### config.mk
export PLATFORM = sky130hd
export DESIGN_NAME = piso_serializer_param
export DESIGN_NICKNAME = d
export VERILOG_FILES = /design/src/rtl/piso_pkg.sv /design/src/rtl/piso_bit_counter.sv /design/src/rtl/piso_serializer_param.sv
export SDC_FILE = /design/constraint.sdc
export NUM_CORES = 1
export LEC_CHECK = 0
export ABC_AREA = 1
export BUFFER_PORTS_ARGS = -buffer_cell sky130_fd_sc_hd__buf_2
export CAP_MARGIN = 25
export CORE_ASPECT_RATIO = 0.8
export CORE_UTILIZATION = 45
export DETAILED_ROUTE_END_ITERATION = 8
export GPL_TIMING_DRIVEN = 0
export PLACE_DENSITY = 0.7
export SLEW_MARGIN = 30
export SYNTH_ARGS = -nofsm -noshare
export SYNTH_HDL_FRONTEND = slang
export SYNTH_SLANG_ARGS = --single-unit
### constraint.sdc
create_clock -name Clk_In -period 2.37 [get_ports Clk_In]
set_input_delay 0.3555 -clock Clk_In [delete_from_list [all_inputs] [get_ports Clk_In]]
set_output_delay 0.3555 -clock Clk_In [all_outputs]
set_load 0.02 [all_outputs]
### src/rtl/piso_pkg.sv
// piso_pkg: shared state encoding and bit-order constants for the PISO serializer family
package piso_pkg;
  localparam logic [1:0] STATE_IDLE   = 2'd0;
  localparam logic [1:0] STATE_SHIFT  = 2'd1;
  localparam logic [1:0] STATE_PARITY = 2'd2;
  typedef enum logic [1:0] {
    ST_IDLE   = STATE_IDLE,
    ST_SHIFT  = STATE_SHIFT,
    ST_PARITY = STATE_PARITY
  } piso_state_t;
  localparam logic ORDER_LSB_FIRST = 1'b0;
  localparam logic ORDER_MSB_FIRST = 1'b1;
endpackage

### src/rtl/piso_bit_counter.sv
// piso_bit_counter: loadable falling-edge down-counter with enable and an is_one flag
module piso_bit_counter #(
  parameter int WIDTH = 4
) (
  input  logic             clk,
  input  logic             rst,
  input  logic             load,
  input  logic             enable,
  input  logic [WIDTH-1:0] load_value,
  output logic [WIDTH-1:0] count,
  output logic             is_one
);
  // load wins over decrement; enable at zero holds rather than wrapping
  always_ff @(negedge clk or posedge rst) begin
    if (rst) count <= '0;
    else if (load) count <= load_value;
    else if (enable && count != '0) count <= count - WIDTH'(1);
  end
  assign is_one = count == WIDTH'(1);
endmodule

### src/rtl/piso_serializer_param.sv
// piso_serializer_param: parametrised PISO serializer with load handshake, strobe gating and back-to-back frames; PISO_PARITY_EN appends an even-parity bit
module piso_serializer_param
  import piso_pkg::*;
#(
  parameter int   DATA_WIDTH  = 16,
  parameter logic IDLE_LEVEL  = 1'b0,
  localparam int  COUNT_WIDTH = $clog2(DATA_WIDTH + 2)
) (
  input  logic                   Clk_In,
  input  logic                   Reset_In,
  input  logic                   Load_Valid_In,
  output logic                   Load_Ready_Out,
  input  logic [DATA_WIDTH-1:0]  Parallel_Data_In,
  input  logic                   Msb_First_In,
  input  logic                   Shift_Enable_In,
  output logic                   Serial_Data_Out,
  output logic                   Serial_Valid_Out,
  output logic                   Frame_Last_Out,
  output logic                   Busy_Out,
  output logic [COUNT_WIDTH-1:0] Bits_Remaining_Out,
  output logic [DATA_WIDTH-1:0]  Shift_Register_Out
);
  if (DATA_WIDTH < 2) begin : g_bad_width
    $error("piso_serializer_param: DATA_WIDTH must be >= 2");
  end
  piso_state_t           state_q, state_d;
  logic [DATA_WIDTH-1:0] sr_q;
  logic                  order_q;
  logic [COUNT_WIDTH-1:0] cnt;
  logic                  cnt_is_one, in_shift, in_par, par_bit, last_bit, accept;
  assign in_shift = state_q == ST_SHIFT;
`ifdef PISO_PARITY_EN
  localparam piso_state_t            END_STATE = ST_PARITY;
  localparam logic [COUNT_WIDTH-1:0] TAIL_BITS = COUNT_WIDTH'(1);
  logic parity_q;
  assign in_par   = state_q == ST_PARITY;
  assign par_bit  = parity_q;
  assign last_bit = in_par;
  // parity of the whole word is captured once, at load
  always_ff @(negedge Clk_In or posedge Reset_In) begin
    if (Reset_In) parity_q <= 1'b0;
    else if (accept) parity_q <= ^Parallel_Data_In;
  end
`else
  localparam piso_state_t            END_STATE = ST_IDLE;
  localparam logic [COUNT_WIDTH-1:0] TAIL_BITS = '0;
  assign in_par   = 1'b0;
  assign par_bit  = 1'b0;
  assign last_bit = in_shift && cnt_is_one;
`endif
  assign Load_Ready_Out = state_q == ST_IDLE || (last_bit && Shift_Enable_In);
  assign accept         = Load_Valid_In && Load_Ready_Out;
  piso_bit_counter #(.WIDTH(COUNT_WIDTH)) u_cnt (
    .clk       (Clk_In),
    .rst       (Reset_In),
    .load      (accept),
    .enable    (in_shift && Shift_Enable_In),
    .load_value(COUNT_WIDTH'(DATA_WIDTH)),
    .count     (cnt),
    .is_one    (cnt_is_one)
  );
  // state register
  always_ff @(negedge Clk_In or posedge Reset_In) begin
    if (Reset_In) state_q <= ST_IDLE;
    else state_q <= state_d;
  end
  // next state: a load always restarts SHIFT, otherwise the final strobed bit leaves the frame
  always_comb begin
    state_d = accept ? ST_SHIFT
            : (in_shift && Shift_Enable_In && cnt_is_one) ? END_STATE
            : (in_par && Shift_Enable_In) ? ST_IDLE
            : state_q;
  end
  // shift datapath: the register empties on the last data bit so idle always reads zero
  always_ff @(negedge Clk_In or posedge Reset_In) begin
    if (Reset_In) begin
      sr_q    <= '0;
      order_q <= ORDER_LSB_FIRST;
    end else if (accept) begin
      sr_q    <= Parallel_Data_In;
      order_q <= Msb_First_In;
    end else if (in_shift && Shift_Enable_In) begin
      sr_q <= cnt_is_one ? '0 : (order_q == ORDER_MSB_FIRST) ? sr_q << 1 : sr_q >> 1;
    end
  end
  // outputs decoded from state and the head of the shift register
  always_comb begin
    Serial_Valid_Out   = in_shift || in_par;
    Serial_Data_Out    = in_shift ? ((order_q == ORDER_MSB_FIRST) ? sr_q[DATA_WIDTH-1] : sr_q[0])
                       : in_par ? par_bit : IDLE_LEVEL;
    Frame_Last_Out     = last_bit;
    Busy_Out           = state_q != ST_IDLE;
    Bits_Remaining_Out = in_shift ? cnt + TAIL_BITS : in_par ? COUNT_WIDTH'(1) : '0;
  end
  assign Shift_Register_Out = sr_q;
endmodule

### Word-level counts from Yosys, hierarchy flattened

Cells that the tools add are included.

| storage, ports and cells | value |
|---|---|
| bits in registers | 24 |
| input bits | 21 |
| word-level logic and storage cells | 31 |

| cells by class | value |
|---|---|
| mux-type cells | 11 |
| equal/unequal tests | 2 |
| $add $sub $neg | 1 |
| reduce and logical (&&, ||, !) cells | 13 |

Operators by type and width:

| operator | number |
|---|---|
| 16-bit 2-to-1 mux | 4 |
| 5-bit 2-to-1 mux | 3 |
| 2-bit nonzero test | 4 |
| 1-bit logical AND | 6 |
| 5-bit by 1-bit equality test with 1-bit output (second input constant) | 1 |
| 5-bit nonzero test | 1 |
| 5-bit by 1-bit subtractor with 5-bit output (second input constant) | 1 |
| 2-bit 2-to-1 mux | 2 |
| 2-bit by 1-bit equality test with 1-bit output (second input constant) | 1 |
| 2-bit logical NOT | 1 |
| 1-bit 2-to-1 mux | 2 |
| 1-bit logical OR | 1 |

### Longest topological paths before layout

| depth | value |
|---|---|
| word-level depth | 6 |
| depth in mapped cells | 11 |
| gate-level depth less buffers | 11 |

### Hierarchy

A second synthesis with hierarchy kept.

| second synthesis, totals | value |
|---|---|
| cell total of the unflattened synthesis | 249 |
| area, all modules | 1642.8 µm² |

Modules (own cells, without submodules):

| module | area an instance (µm²) | cells an instance | seq. area each (µm²) | instances |
|---|---|---|---|---|
| piso_serializer_param | 1306.3 | 203 | 450.4 | 1 |
| piso_bit_counter | 336.6 | 46 | 125.1 | 1 |

==> metrics.txt <==
placed insts=299; core area=0.00322 mm2; vias in the first global route=1736; dominant cells by area after synthesis=dfrtn_1, nand2_1, nand3_1; CP endpoint kind=primary output; first-pass GRT wire length=7910 um; Setup TNS=-3770 ps; die height=55.3 um; post-synthesis compound-gate area fraction=8.70%; commonest cells in the synthesized netlist=nand2_1, dfrtn_1, nand3_1; Max IR drop VDD=728 uV; final HPWL from detailed placement=2820 um; gr usage total=27.3%; Finished Layout Cells=338; Seq. cell area=576 um2; chip width=68.6 um; Remaining DRCs=0; Num CTS Buffers=3; net count after synthesis=238; clock latency on the worst-skew pair=270 ps; worst-case clock buffer depth=2; largest family of logic cells by synthesized area=simple AND/OR/NAND/NOR gates; area of the multi-input gates=895 um2; status=finished with violations; EDFF count, synth=0; # clock sinks=23; num rows=18; delay-heaviest family, CP=flip-flops; H-Tree Depth=1; worst endpoint required time=2010 ps; via count=1739; # Max-Cap Violations=0; Mapped Cells=214; HP Class=register to register; Crit-path slowest cell=dfrtn_1; fin. max-slew vios=0; WP buf/inv=3; crit-path max FO=2; final core occ=75.5%; Power, Total=3.61 mW; top-count cell post-synth=nand2_1; initial core utilization=49.6%; wire per inst=13.7 um; largest area contributor in the netlist=dfrtn_1; # fillers=259; Post-Syn Area=0.00160 mm2; CTS Hold Buffers Added=0; CTS clk-pin slew, worst paths=60 ps; multiplexer share of the synthesized area=0%; DR iter-0 viols=155; max_slew headroom=67.1%; drt via density=5.14; Slew @ Worst Pin=493 ps; ant diodes=0; slowest stage delay, CP=470 ps; antenna violations before repair=0; Seq/Total Area, Yosys=36.1%; Synth Area in Simple Gates=41.5%; worst-path cell chain=ha_4 > inv_2 > nor2_4 > nand3_2 > nand2_2 > buf_6 > buf_8; First-pass DRT Iterations=4; CP startpoint kind=register; critical path type=register to primary output; synth warn=0; Port-buffer cells=45; P&R area growth vs syn=52.3%; failing checks=negative setup slack; final clock skew=2.95 ps; power per cell area=1490 mW/mm2; post-route ant nets=0; Synth async-reset ratio=100%; flops & latches, synth=23; Distinct cells, synth=23; pin count of the biggest net entering global routing=24; Mean Syn Cell Area=7.46 um2; leakage power=1.32 nW; Post-synth top flop=dfrtn_1; layout cells sized above 1=43.6%; io pins=47; area share of xor/xnor cells in the synthesized design=0%; CTS tree=yes; final setup fails=25; Final #Nets=323; Hold Violations, Final=0; clock root cell=clkbuf_8; GRT overflow=0; dpl ws=-567 ps; setup ws final=-584 ps; Adder-Cell Fraction of Synth Area=2.35%; unrepaired setup endpoints after global routing=yes; die area=0.00379 mm2; share of the synthesized area in the top cell type=36.1%; DRT Wirelength=4630 um; Final Wtd Congestion=0.824; critical path arrival=2600 ps
-- registers in the layout, summed over array words and instances, names as in the netlist --
name                flops
state_q                 1
Shift_Register_Out     16
order_q                 1
u_cnt.count             5
-- repair_timing --
action / 4_1_cts / 5_1_grt
gates resized for setup: 60 / 7
endpoints found under the setup margin: 26 / 35
pin swaps: 5 / 5
cloned: 1 / 0
setup buffers: 26 / 10
-- layer usage --
| metal | vias to the layer above | track usage, % | routed length, um |
|---|---|---|---|
| li1 | 858 | - | - |
| met1 | 793 | 37.0 | 2050 |
| met2 | 79 | 43.7 | 2220 |
| met3 | 9 | 5.79 | 316 |
| met4 | 0 | 6.55 | 38 |
| met5 | - | 0 | 0 |
-- area by class of cell --
type | instances | share of cell area (%)
tap | 40 | 2.06
buffer | 11 | 4.32
sequential | 23 | 23.7
timing repair buffer | 82 | 28.3
multi-input combinational | 159 | 36.8
clock buffer | 3 | 1.70
clock inverter | 1 | 0.206
inverter | 19 | 2.93
-- power by group --
part | leakage (nW) | internal, mW | switching [mW]
sequential | 0.281 | 0.600 | 0.182
clock | 0.0255 | 0.117 | 0.132
combinational | 1.01 | 1.29 | 1.30
total | 1.32 | 2.00 | 1.61
-- kinds of logic after synthesis --
kind of cell | count (synthesis)
buffers and inverters | 32
flip-flops | 23
adder cells (fa/ha/maj) | 3
AO/OA/AOI/OAI | 19
AND/OR/NAND/NOR | 137
-- cell usage in the layout, fill, tap and decap left out, drive strengths merged --
master / instances
ha: 3
nor2: 7
or2: 12
nand3b: 15
nor3: 1
nor3b: 1
nand3: 24
a21oi: 3
clkinv: 1
inv: 19
buf: 93
o21ai: 3
dfrtn: 23
o211ai: 13
clkbuf: 3
nand2: 77
-- through the flow --
stage	hold WS (ps)	cell area [um2]
2_1_floorplan	491	1650
3_3_place_gp	465	1920
3_5_place_dp	476	1920
4_1_cts	501	2330
5_1_grt	539	2430
6_report	506	2430
-- worst paths after layout --
check | endpoint | start | cells past startpoint | slack, ps
worst max register to register | Shift_Register_Out[14] | u_cnt.count[0] | 12 | 570
worst min register to register | Shift_Register_Out[15] | Shift_Register_Out[15] | 2 | 510
max in group asynchronous | order_q | Reset_In | 2 | 830
worst min-delay path | Shift_Register_Out[15] | Shift_Register_Out[15] | 2 | 510
worst max-delay path | Load_Ready_Out | u_cnt.count[0] | 7 | -580
min in group asynchronous | state_q[0] | Reset_In | 2 | 1170
-- worst register-to-register path, cell delays in order, from the launching register on --
cell and delay (ps):
dfrtn_1 470, ha_4 150, inv_2 40, nor2_4 100, buf_6 120, nand2_4 50, buf_4 130, buf_4 160
buf_4 160, o211ai_1 80, nand2_1 90, nand3_1 70, nand2_1 50
No activity file was read; power rests on OpenSTA's default activity.
